`config.mk`:
```
export PLATFORM = sky130hd
export DESIGN_NAME = decode_stage
export DESIGN_NICKNAME = d
export VERILOG_FILES = /design/src/rtl/decode_stage.sv
export SDC_FILE = /design/constraint.sdc
export NUM_CORES = 1
export LEC_CHECK = 0
export ABC_AREA = 1
export BUFFER_PORTS_ARGS = -buffer_cell sky130_fd_sc_hd__buf_2
export CORE_MARGIN = 2
export CORE_UTILIZATION = 45
export CTS_CLUSTER_DIAMETER = 200
export CTS_CLUSTER_SIZE = 14
export DETAILED_ROUTE_END_ITERATION = 12
export PLACE_DENSITY = 0.76
export SYNTH_ARGS = -nofsm -noshare
export SYNTH_HDL_FRONTEND = slang
export SYNTH_SLANG_ARGS = --single-unit
```
`constraint.sdc`:
```
create_clock -name clk -period 1.8 [get_ports clk]
set_input_delay 0.09 -clock clk [delete_from_list [all_inputs] [get_ports clk]]
set_output_delay 0.09 -clock clk [all_outputs]
set_load 0.01 [all_outputs]
```
`src/rtl/decode_stage.sv`:
```
// decode_stage -- pipelined instruction-decode stage between fetch and execute.
//
// Each accepted instruction word is split into fields, classified into an
// encoding class, expanded into a sign-extended immediate and a control word,
// and registered together with the register-file operands. Valid/ready
// handshakes run on both sides. A load-use hazard against the instruction held
// in the output register stalls the input side for one cycle. Flush discards
// the held instruction and refuses the offered one.
//
// Ports:
//   clk, rst_n              clock (rising edge), async active-low reset
//   in_valid / in_ready     fetch-side handshake
//   in_pc, in_instr         offered instruction address and word
//   flush                   discard held and offered instruction
//   rs1_addr, rs2_addr      register-file read addresses (combinational)
//   rs1_data, rs2_data      register-file read data (same cycle)
//   out_valid / out_ready   execute-side handshake
//   out_pc, out_rs1_data,
//   out_rs2_data, out_imm   registered payload
//   out_control             registered control word
//   out_illegal             registered: held instruction was unsupported

package decode_pkg;

  // Zero values of both enums are the ones an illegal instruction reports.
  typedef enum logic [2:0] {
    R_TYPE = 3'd0,
    I_TYPE = 3'd1,
    S_TYPE = 3'd2,
    B_TYPE = 3'd3,
    U_TYPE = 3'd4,
    J_TYPE = 3'd5
  } encoding_t;

  typedef enum logic [1:0] {
    ALU_AND = 2'd0,
    ALU_ADD = 2'd1,
    ALU_SUB = 2'd2,
    ALU_OR  = 2'd3
  } alu_op_t;

  typedef struct packed {
    encoding_t  encoding;
    alu_op_t    alu_op;
    logic       alu_src;
    logic       mem_read;
    logic       mem_write;
    logic       is_branch;
    logic       reg_write;
    logic [4:0] write_back_id;
  } control_t;

  typedef struct packed {
    logic [6:0] funct7;
    logic [4:0] rs2;
    logic [4:0] rs1;
    logic [2:0] funct3;
    logic [4:0] rd;
    logic [6:0] opcode;
  } instruction_t;

  localparam logic [6:0] OP_R      = 7'b0110011;
  localparam logic [6:0] OP_IMM    = 7'b0010011;
  localparam logic [6:0] OP_LOAD   = 7'b0000011;
  localparam logic [6:0] OP_STORE  = 7'b0100011;
  localparam logic [6:0] OP_BRANCH = 7'b1100011;
  localparam logic [6:0] OP_LUI    = 7'b0110111;
  localparam logic [6:0] OP_JAL    = 7'b1101111;

endpackage

module decode_stage
  import decode_pkg::*;
(
  input  logic         clk,
  input  logic         rst_n,
  input  logic         in_valid,
  output logic         in_ready,
  input  logic [31:0]  in_pc,
  input  instruction_t in_instr,
  input  logic         flush,
  output logic [4:0]   rs1_addr,
  output logic [4:0]   rs2_addr,
  input  logic [31:0]  rs1_data,
  input  logic [31:0]  rs2_data,
  output logic         out_valid,
  input  logic         out_ready,
  output logic [31:0]  out_pc,
  output logic [31:0]  out_rs1_data,
  output logic [31:0]  out_rs2_data,
  output logic [31:0]  out_imm,
  output control_t     out_control,
  output logic         out_illegal
);

  logic [31:0] instr_w;
  control_t    dec_ctrl;
  logic [31:0] dec_imm;
  logic        dec_legal;
  logic        use_rs1;
  logic        use_rs2;
  logic        hazard;
  logic        accept;
  logic [4:0]  held_wb;

  assign instr_w  = in_instr;
  assign rs1_addr = in_instr.rs1;
  assign rs2_addr = in_instr.rs2;

  // Decode: classify, build control word and immediate.
  always_comb begin
    // NOTE: every output of this block gets a default first so no path can
    // leave it unassigned and infer a latch.
    dec_ctrl  = '0;
    dec_imm   = '0;
    dec_legal = 1'b0;
    use_rs1   = 1'b0;
    use_rs2   = 1'b0;

    unique case (in_instr.opcode)
      OP_R: begin
        dec_ctrl.encoding  = R_TYPE;
        dec_ctrl.reg_write = 1'b1;
        dec_legal          = 1'b1;
        if (in_instr.funct7 == 7'b0000000) begin
          unique case (in_instr.funct3)
            3'b000:  dec_ctrl.alu_op = ALU_ADD;
            3'b110:  dec_ctrl.alu_op = ALU_OR;
            3'b111:  dec_ctrl.alu_op = ALU_AND;
            default: dec_legal = 1'b0;
          endcase
        end else if (in_instr.funct7 == 7'b0100000 && in_instr.funct3 == 3'b000) begin
          dec_ctrl.alu_op = ALU_SUB;
        end else begin
          dec_legal = 1'b0;
        end
      end
      OP_IMM: begin
        dec_ctrl.encoding  = I_TYPE;
        dec_ctrl.alu_src   = 1'b1;
        dec_ctrl.reg_write = 1'b1;
        dec_legal          = 1'b1;
        unique case (in_instr.funct3)
          3'b000:  dec_ctrl.alu_op = ALU_ADD;
          3'b110:  dec_ctrl.alu_op = ALU_OR;
          3'b111:  dec_ctrl.alu_op = ALU_AND;
          default: dec_legal = 1'b0;
        endcase
      end
      OP_LOAD: begin
        dec_ctrl.encoding  = I_TYPE;
        dec_ctrl.alu_src   = 1'b1;
        dec_ctrl.mem_read  = 1'b1;
        dec_ctrl.reg_write = 1'b1;
        dec_ctrl.alu_op    = ALU_ADD;
        dec_legal          = (in_instr.funct3 == 3'b010);
      end
      OP_STORE: begin
        dec_ctrl.encoding  = S_TYPE;
        dec_ctrl.alu_src   = 1'b1;
        dec_ctrl.mem_write = 1'b1;
        dec_ctrl.alu_op    = ALU_ADD;
        dec_legal          = (in_instr.funct3 == 3'b010);
      end
      OP_BRANCH: begin
        dec_ctrl.encoding  = B_TYPE;
        dec_ctrl.is_branch = 1'b1;
        dec_ctrl.alu_op    = ALU_SUB;
        dec_legal          = (in_instr.funct3 == 3'b000);
      end
      OP_LUI: begin
        dec_ctrl.encoding  = U_TYPE;
        dec_ctrl.alu_src   = 1'b1;
        dec_ctrl.reg_write = 1'b1;
        dec_ctrl.alu_op    = ALU_ADD;
        dec_legal          = 1'b1;
      end
      OP_JAL: begin
        dec_ctrl.encoding  = J_TYPE;
        dec_ctrl.alu_src   = 1'b1;
        dec_ctrl.is_branch = 1'b1;
        dec_ctrl.reg_write = 1'b1;
        dec_ctrl.alu_op    = ALU_ADD;
        dec_legal          = 1'b1;
      end
      default: dec_legal = 1'b0;
    endcase

    if (!dec_legal) begin
      // Unsupported words flow through with an all-zero control word.
      dec_ctrl = '0;
    end else begin
      if (dec_ctrl.reg_write) dec_ctrl.write_back_id = in_instr.rd;

      unique case (dec_ctrl.encoding)
        I_TYPE:  dec_imm = {{20{instr_w[31]}}, instr_w[31:20]};
        S_TYPE:  dec_imm = {{20{instr_w[31]}}, instr_w[31:25], instr_w[11:7]};
        B_TYPE:  dec_imm = {{19{instr_w[31]}}, instr_w[31], instr_w[7],
                            instr_w[30:25], instr_w[11:8], 1'b0};
        U_TYPE:  dec_imm = {instr_w[31:12], 12'b0};
        J_TYPE:  dec_imm = {{11{instr_w[31]}}, instr_w[31], instr_w[19:12],
                            instr_w[20], instr_w[30:21], 1'b0};
        default: dec_imm = '0;
      endcase

      // Illegal words read no operands, so they never stall on a load.
      use_rs1 = (dec_ctrl.encoding inside {R_TYPE, I_TYPE, S_TYPE, B_TYPE});
      use_rs2 = (dec_ctrl.encoding inside {R_TYPE, S_TYPE, B_TYPE});
    end
  end

  // Load-use: the held load's result is not yet in the register file, so the
  // offered instruction waits until the load has moved on to execute.
  assign held_wb = out_control.write_back_id;
  assign hazard  = out_valid && out_control.mem_read && (held_wb != 5'd0) &&
                   ((use_rs1 && held_wb == in_instr.rs1) ||
                    (use_rs2 && held_wb == in_instr.rs2));

  assign in_ready = !flush && !hazard && (!out_valid || out_ready);
  assign accept   = in_valid && in_ready;

  // NOTE: sequential state uses non-blocking assignments so every register
  // samples pre-edge values regardless of statement order.
  always_ff @(posedge clk or negedge rst_n) begin
    if (!rst_n) begin
      // NOTE: the payload is reset too (not only out_valid) because execute
      // and observers see all-zero outputs straight out of reset.
      out_valid    <= 1'b0;
      out_pc       <= '0;
      out_rs1_data <= '0;
      out_rs2_data <= '0;
      out_imm      <= '0;
      out_control  <= '0;
      out_illegal  <= 1'b0;
    end else if (flush) begin
      out_valid <= 1'b0;
    end else if (accept) begin
      out_valid    <= 1'b1;
      out_pc       <= in_pc;
      out_rs1_data <= rs1_data;
      out_rs2_data <= rs2_data;
      out_imm      <= dec_imm;
      out_control  <= dec_ctrl;
      out_illegal  <= !dec_legal;
    end else if (out_ready) begin
      out_valid <= 1'b0;
    end
  end

endmodule
```
==> flow_summary_export.csv, run 1 <==
group,metric,value,unit
route,drc,0,
clocking,numCtsBuffers,17,
route,post_drt_wl_per_cell,16.4,um
route,num_vias,7257,
logic_synthesis,postSynthAreaPerCell,8.38,um^2
logic_synthesis,ys_ff_latch,145,
job,cap_violations,0,
grt,grt_max_degree,80,
timing,hold_violations,0,
status,status,"finished with violations",
worst_setup_path,arrival,2210,ps
floorplanning,fp.dieH,127,um
logic_synthesis,synth_edf_count,0,
logic_synthesis,synthFlopType,"dfrtp_1",
route,drt_wl_total,23700,um
placement,place.gp.congestion,0.894,
power,comb_power_share,0.196,
logic_synthesis,yosysSeqAreaShare,0.536,
grt,grt_use_total,0.275,
worst_setup_path,cp-end-kind,"flip-flop",
logic_synthesis,netlist_area,6770,um^2
layout,drive_gt1_frac,0.378,
logic_synthesis,synth_cell_types,30,
grt,grt_pass1_vias,6971,
route,ant_nets,0,
floorplanning,rows,44,
floorplanning,die_w,127,um
floorplanning,core_area,14600,um^2
route,dr.pass1.iters,5,
timing,setup_viol,127,
timing,drv_slew,0,
worst_setup_path,crit_slowest_cell,"dfrtp_2",
clocking,htree_levels,4,
logic_synthesis,synthCells,808,
timing,fin_crit_sh,1.06,
clocking,clk_pin_slew_worst_paths,60,ps
worst_setup_path,worstPathRequired,2100,ps
placement,dp_hpwl,13900,um
logic_synthesis,yosys_warnings,0,
power,p_total,9.26,mW
route,drtIter0Drc,496,
floorplanning,die_area,16000,um^2
worst_setup_path,start_kind,"flip-flop",
clocking,clk_latency,420,ps
floorplanning,io_pins,289,
floorplanning,start_util,0.464,
min_path,hp-class,"in -> reg",
timing,post-route-min-period,1910,ps
power,seqPwrFrac,0.413,
power,p_sw_frac,0.295,
layout,fin_util,0.742,
logic_synthesis,syn_nets,942,
power,internal_power,6.53,mW
route,vias_per_cell,5.03,
logic_synthesis,synthArstFlopShare,1.00,
power,switchingPower,2.73,mW
timing,finClkSkew,13.0,ps
grt,grt_pass1_wl,34900,um
status,violations,"negative setup slack",
timing,worstMarginPinSlew,443,ps
power,power_frac_clock,0.391,
clocking,root_buffer,"clkbuf_16",
placement,portBuffers,288,
layout,instances_no_fill,1444,
power,cellPowerDensity,856,nW/um^2
layout,finalNetCount,1376,
timing,fmax,523,MHz
placement,dp.cells,1286,
timing,fin_ws,-111,ps
grt,grt_overflow,0,
timing,tns,-5890,ps
timing,timing.hold.ws,58.2,ps
power,leakage,5.92,nW
clocking,cts.sinks,145,
layout,fill_cells,990,
timing,rsz0062_at_grt,"true",
layout,syn2layout_area_growth,59.9,%
worst_setup_path,path_class,"reg -> reg",
worst_setup_path,cp_cell_sequence,"or2_4 -> nand3_2 -> nand3b_1 -> nand2_1 -> nand3_2 -> nand3_4 -> buf_4 -> buf_12 -> nand2_1 -> o21ai_1",
clocking,cts.path.max_buffers,2,
timing,slew_headroom,0.705,
grt,antenna_found_initial,0,
power,vdd_ir_drop_max,0.651,mV
worst_setup_path,worstPathMaxFanout,20,
clocking,cts_tree,"built",
worst_setup_path,max_stage_delay,450,ps
==> cell usage in the layout, fill, tap and decap left out, types with 3 or more instances in the layout <==
cell type	instances
dfrtp_2	5
nor2_2	6
nand3_2	5
a21oi_1	3
nand4_1	8
nand3_1	57
buf_2	286
o21ai_2	22
nand2_4	6
clkbuf_16	20
buf_6	5
o21ai_1	115
buf_4	52
dlygate4sd3_1	108
inv_8	3
dfrtp_1	140
inv_6	6
nand2_1	194
o21ai_0	17
diode_2	5
xnor2_2	4
nor2_1	15
nand2_2	21
buf_12	11
inv_1	112
==> worst max-delay path: cells and delay by family (launching register included) <==
kind                   cells  cell delay, ps
AND/OR/NAND/NOR            7             890
flip-flops                 1             450
buffers and inverters      2             370
AO/OA/AOI/OAI              1              70
==> final cells by class <==
| class | count | area (um^2) | area share |
|---|---|---|---|
| clock inverters | 14 | 166 | 0.0154 |
| well taps | 184 | 230 | 0.0213 |
| clock buffers | 18 | 429 | 0.0397 |
| flip-flops and latches | 145 | 3630 | 0.336 |
| diodes | 5 | 12.5 | 0.00116 |
| inverters | 117 | 473 | 0.0437 |
| multi-input cells | 492 | 2540 | 0.234 |
| repair buffers | 469 | 3340 | 0.309 |
==> power by group through the flow <==
stage	Clock, mW	Sequential (mW)	Combinational, mW
floorplan	0	3.98	0.532
global placement	0	3.84	1.38
detailed placement	0	3.83	1.43
CTS	3.67	3.78	1.62
global route	3.84	3.85	1.96
finish	3.62	3.83	1.81
==> cells in the mapped netlist (2+ instances only) <==
master    count  area, um^2
nand3b_1      2        15.0
buf_1         2        7.51
nand3_2       4        40.0
nand3_1      59         295
dfrtp_1     145        3630
nor2_2        5        31.3
buf_4        11        82.6
xnor2_1       6        52.6
a21oi_1       3        15.0
nand2_2       2        12.5
nand4_1       8        50.1
clkbuf_1     11        41.3
nor3_1        2        10.0
o21ai_0      49         245
or2_2         3        18.8
nand2_1     219         822
nor2_1       17        63.8
inv_2         3        11.3
buf_6        23         259
buf_2         7        35.0
xor2_1        2        17.5
inv_1       113         424
o21ai_1     105         526
==> stage by stage <==
step | instance area, um^2 | setup WS, ps
5_1_grt | 10800 | -186
4_1_cts | 10400 | -65.6
6_report | 10800 | -111
3_3_place_gp | 8680 | -267
2_1_floorplan | 6870 | -74.5
3_5_place_dp | 8680 | -368
==> path summary, 6_finish.rpt <==
check | start | endpoint | slack (ps) | cells past startpoint
max reg2reg | held_wb[0]$_DFFE_PN0P_ | out_imm[10]$_DFFE_PN0P_ | -110 | 10
max | held_wb[0]$_DFFE_PN0P_ | out_imm[10]$_DFFE_PN0P_ | -110 | 10
min | in_instr[27] | out_imm[7]$_DFFE_PN0P_ | 60 | 3
max in group asynchronous | rst_n | out_rs1_data[1]$_DFFE_PN0P_ | 1030 | 3
min reg2reg | out_imm[28]$_DFFE_PN0P_ | out_imm[28]$_DFFE_PN0P_ | 480 | 2
min in group asynchronous | rst_n | out_imm[12]$_DFFE_PN0P_ | 180 | 2
==> registers in the layout (all words and copies together), names as in the netlist <==
name / flops
held_wb: 5
out_control: 10
out_illegal: 1
out_imm: 32
out_pc: 32
out_rs1_data: 32
out_rs2_data: 32
out_valid: 1
==> logic make-up after synthesis <==
group / Yosys count / share of synthesized area
flops: 145 / 0.536
buf+inv: 171 / 0.128
fa+ha+maj: 1 / 0.00185
compound gates: 160 / 0.120
simple gates: 323 / 0.204
xor+xnor: 8 / 0.0104
==> layer usage <==
metal,track usage,part of all wire,vias up
li1,-,-,3422
met1,0.329,0.38,3393
met2,0.471,0.51,375
met3,0.0654,0.079,67
met4,0.125,0.037,0
met5,0,0,-
==> timing repair <==
action,CTS,global route
setup buffers,5,1
hold buffers,108,0
pin swaps,2,2
setup endpoints to repair,96,146
hold endpoints to repair,183,0
gates resized for setup,12,84
gates cloned,0,7
(Power assumes the default switching activity.)
==> inputs of run 2 (changes only) <==
--- a/config.mk
+++ b/config.mk
@@ -6,7 +6,7 @@
 export NUM_CORES = 1
 export LEC_CHECK = 0
 export ABC_AREA = 1
-export BUFFER_PORTS_ARGS = -buffer_cell sky130_fd_sc_hd__buf_2
+export BUFFER_PORTS_ARGS = -buffer_cell sky130_fd_sc_hd__buf_4
 export CORE_MARGIN = 2
 export CORE_UTILIZATION = 45
 export CTS_CLUSTER_DIAMETER = 200
==> run 2 against run 1 <==
  * The run still ends with negative setup slack left
  * Fmax up 1.7%
  * Utilization up 4.4 points
  * First-iteration DRC count up 10%
  * Clock power about the same
  * Register-to-register slack better by 40 ps
  * Sequential power about the same
  * Final cell count down 0.69%
==> flow_summary_export.csv, run 2 (synthesis gave the netlist of run 1 again) <==
group,metric,value,unit
status,status,"finished with violations",
status,violations,"negative setup slack",
route,dr_wl_met3,2210,um
job,cap_violations,0,
route,num_vias,7312,
worst_setup_path,r2r_start,"held_wb[1]$_DFFE_PN0P_",
power,p_total,9.51,mW
floorplanning,rows,44,
timing,worstMarginPinSlew,510,ps
timing,hold_violations,0,
grt,grt_use_total,0.286,
route,drc,0,
layout,mostFrequentLayoutCell,"buf_4",
route,ant_nets,0,
timing,post-route-min-period,1880,ps
timing,rsz0062_at_grt,"true",
grt,grt_pass1_wl,36300,um
grt,antenna_found_initial,2,
layout,drive_gt1_frac,0.361,
placement,place_ws,-301,ps
placement,dp_hpwl,14800,um
route,drtIter0Drc,548,
placement,portBuffers,288,
timing,fin_ws,-79.2,ps
clocking,clk_pin_slew_worst_paths,60,ps
worst_setup_path,start_kind,"flip-flop",
timing,finClkSkew,7.33,ps
worst_setup_path,timing.rr.end,"out_rs1_data[20]$_DFFE_PN0P_",
clocking,numCtsBuffers,17,
route,highest_layer,"met4",
worst_setup_path,ff2ff_setup_slack,-70,ps
worst_setup_path,cp_num_buf_inv,1,
layout,finish.instance_area,11500,um^2
timing,setup_viol,106,
worst_setup_path,worstPathMaxFanout,5,
worst_setup_path,max_stage_delay,460,ps
min_path,min-delay-start,"in_instr[30]",
worst_setup_path,cp-startpoint,"held_wb[1]$_DFFE_PN0P_",
grt,grt_overflow,0,
power,internal_power,6.88,mW
floorplanning,fp.dieH,127,um
route,post_drt_wl_per_cell,16.7,um
power,vdd_ir_drop_max,0.534,mV
power,cellPowerDensity,829,nW/um^2
power,switchingPower,2.62,mW
placement,post_dp_cell_area,9420,um^2
layout,syn2layout_area_growth,69.4,%
worst_setup_path,arrival,1790,ps
floorplanning,core_area,14600,um^2
timing,drv_slew,0,
min_path,min_path_cells,3,
clocking,root_buffer,"clkbuf_16",
worst_setup_path,crit_top_cell,"nand3_2",
layout,mostFrequentLayoutCells,"buf_4, nand2_1, dfrtp_1, inv_1, dlygate4sd3_1",
floorplanning,start_util,0.464,
layout,finalNetCount,1368,
grt,grt_pass1_vias,7273,
floorplanning,die_area,16000,um^2
route,dr.pass1.iters,6,
route,wl_met2,12000,um
power,seqPwrFrac,0.402,
worst_setup_path,worstPathRequired,1710,ps
floorplanning,die_w,127,um
power,comb_power_share,0.220,
min_path,hp-class,"in -> reg",
floorplanning,io_pins,289,
route,drt_wl_total,24000,um
worst_setup_path,crit_slowest_cell,"dfrtp_2",
worst_setup_path,path_class,"reg -> out",
power,leakage,6.05,nW
timing,fmax,532,MHz
clocking,cts.path.max_buffers,2,
grt,grt_max_degree,52,
placement,place.gp.congestion,0.895,
power,p_sw_frac,0.276,
timing,fin_crit_sh,1.04,
worst_setup_path,cp-end-kind,"output pin",
route,vias_per_cell,5.10,
timing,slew_headroom,0.660,
clocking,htree_levels,4,
clocking,clk_latency,420,ps
worst_setup_path,r2r_cells,11,
worst_setup_path,crit_family,"simple AND/OR/NAND/NOR gates",
route,m1WireLength,8840,um
min_path,holdPathEnd,"out_imm[10]$_DFFE_PN0P_",
clocking,cts_tree,"built",
power,power_frac_clock,0.378,
clocking,cts.sinks,145,
worst_setup_path,cp_cell_sequence,"xnor2_2 -> nand3_2 -> nand3b_1 -> nand2_1 -> nand3_2 -> and2_4 -> buf_6",
run 2: per-stage QoR:
stage	std cells	util	setup TNS, ps	hold slack, ps
floorplan	808	-	-9970	-206
global placement	1281	0.646	-22720	75.3
detailed placement	1281	0.646	-31740	78.2
CTS	1425	0.765	-92.9	4.54
global route	1433	0.786	-14720	20.6
finish	1434	0.786	-2650	24.5
run 2: area by class of cell:
class	instances	area, um^2
inverter	117	473
sequential	145	3630
timing repair buffer	461	4070
clock buffer	19	433
antenna	3	7.51
fill	910	3120
tap	184	230
clock inverter	13	161
multi-input combinational	492	2460
run 2: power groups by stage:
stage	clock (mW)	combinational (mW)	sequential, mW
after floorplan	0	0.532	3.98
after global placement	0	1.69	3.83
after CTS	3.61	1.94	3.79
final	3.59	2.10	3.82
after detailed placement	0	1.74	3.83
after global routing	3.78	2.25	3.85
run 2: worst reg2reg max path: stages, from the launching register on:
cell and delay, ps:
dfrtp_2 460, or2_2 320, nand3_2 80, nor2_2 50, nand2_1 50, nand2_1 60
nand3_2 90, nand3_4 120, buf_12 190, buf_12 160, nand2_1 80, o21ai_0 90
run 2: how the worst max path moves through the flow:
| stage | to | slack, ps | cells past startpoint |
|---|---|---|---|
| 3_3_place_gp | out_pc[9]$_DFFE_PN0P_ | -210 | 18 |
| 5_1_grt | in_ready | -170 | 7 |
| 6_report | in_ready | -80 | 7 |
| 4_1_cts | in_ready | -80 | 8 |
| 3_5_place_dp | out_pc[16]$_DFFE_PN0P_ | -300 | 18 |
| 2_1_floorplan | held_wb[2]$_DFFE_PN0P_ | -70 | 18 |
run 2: timing repair:
action	4_1_cts	5_1_grt
cloned	0	6
setup buffers	3	0
hold buffers	109	0
hold endpoints to repair	154	0
endpoints found under the setup margin	128	144
resized for setup	15	48
pin swaps	2	1
run 2: routing by layer:
metal / up-vias / track usage
met5: - / 0
met4: 0 / 0.132
li1: 3412 / -
met3: 80 / 0.0856
met2: 425 / 0.485
met1: 3395 / 0.334
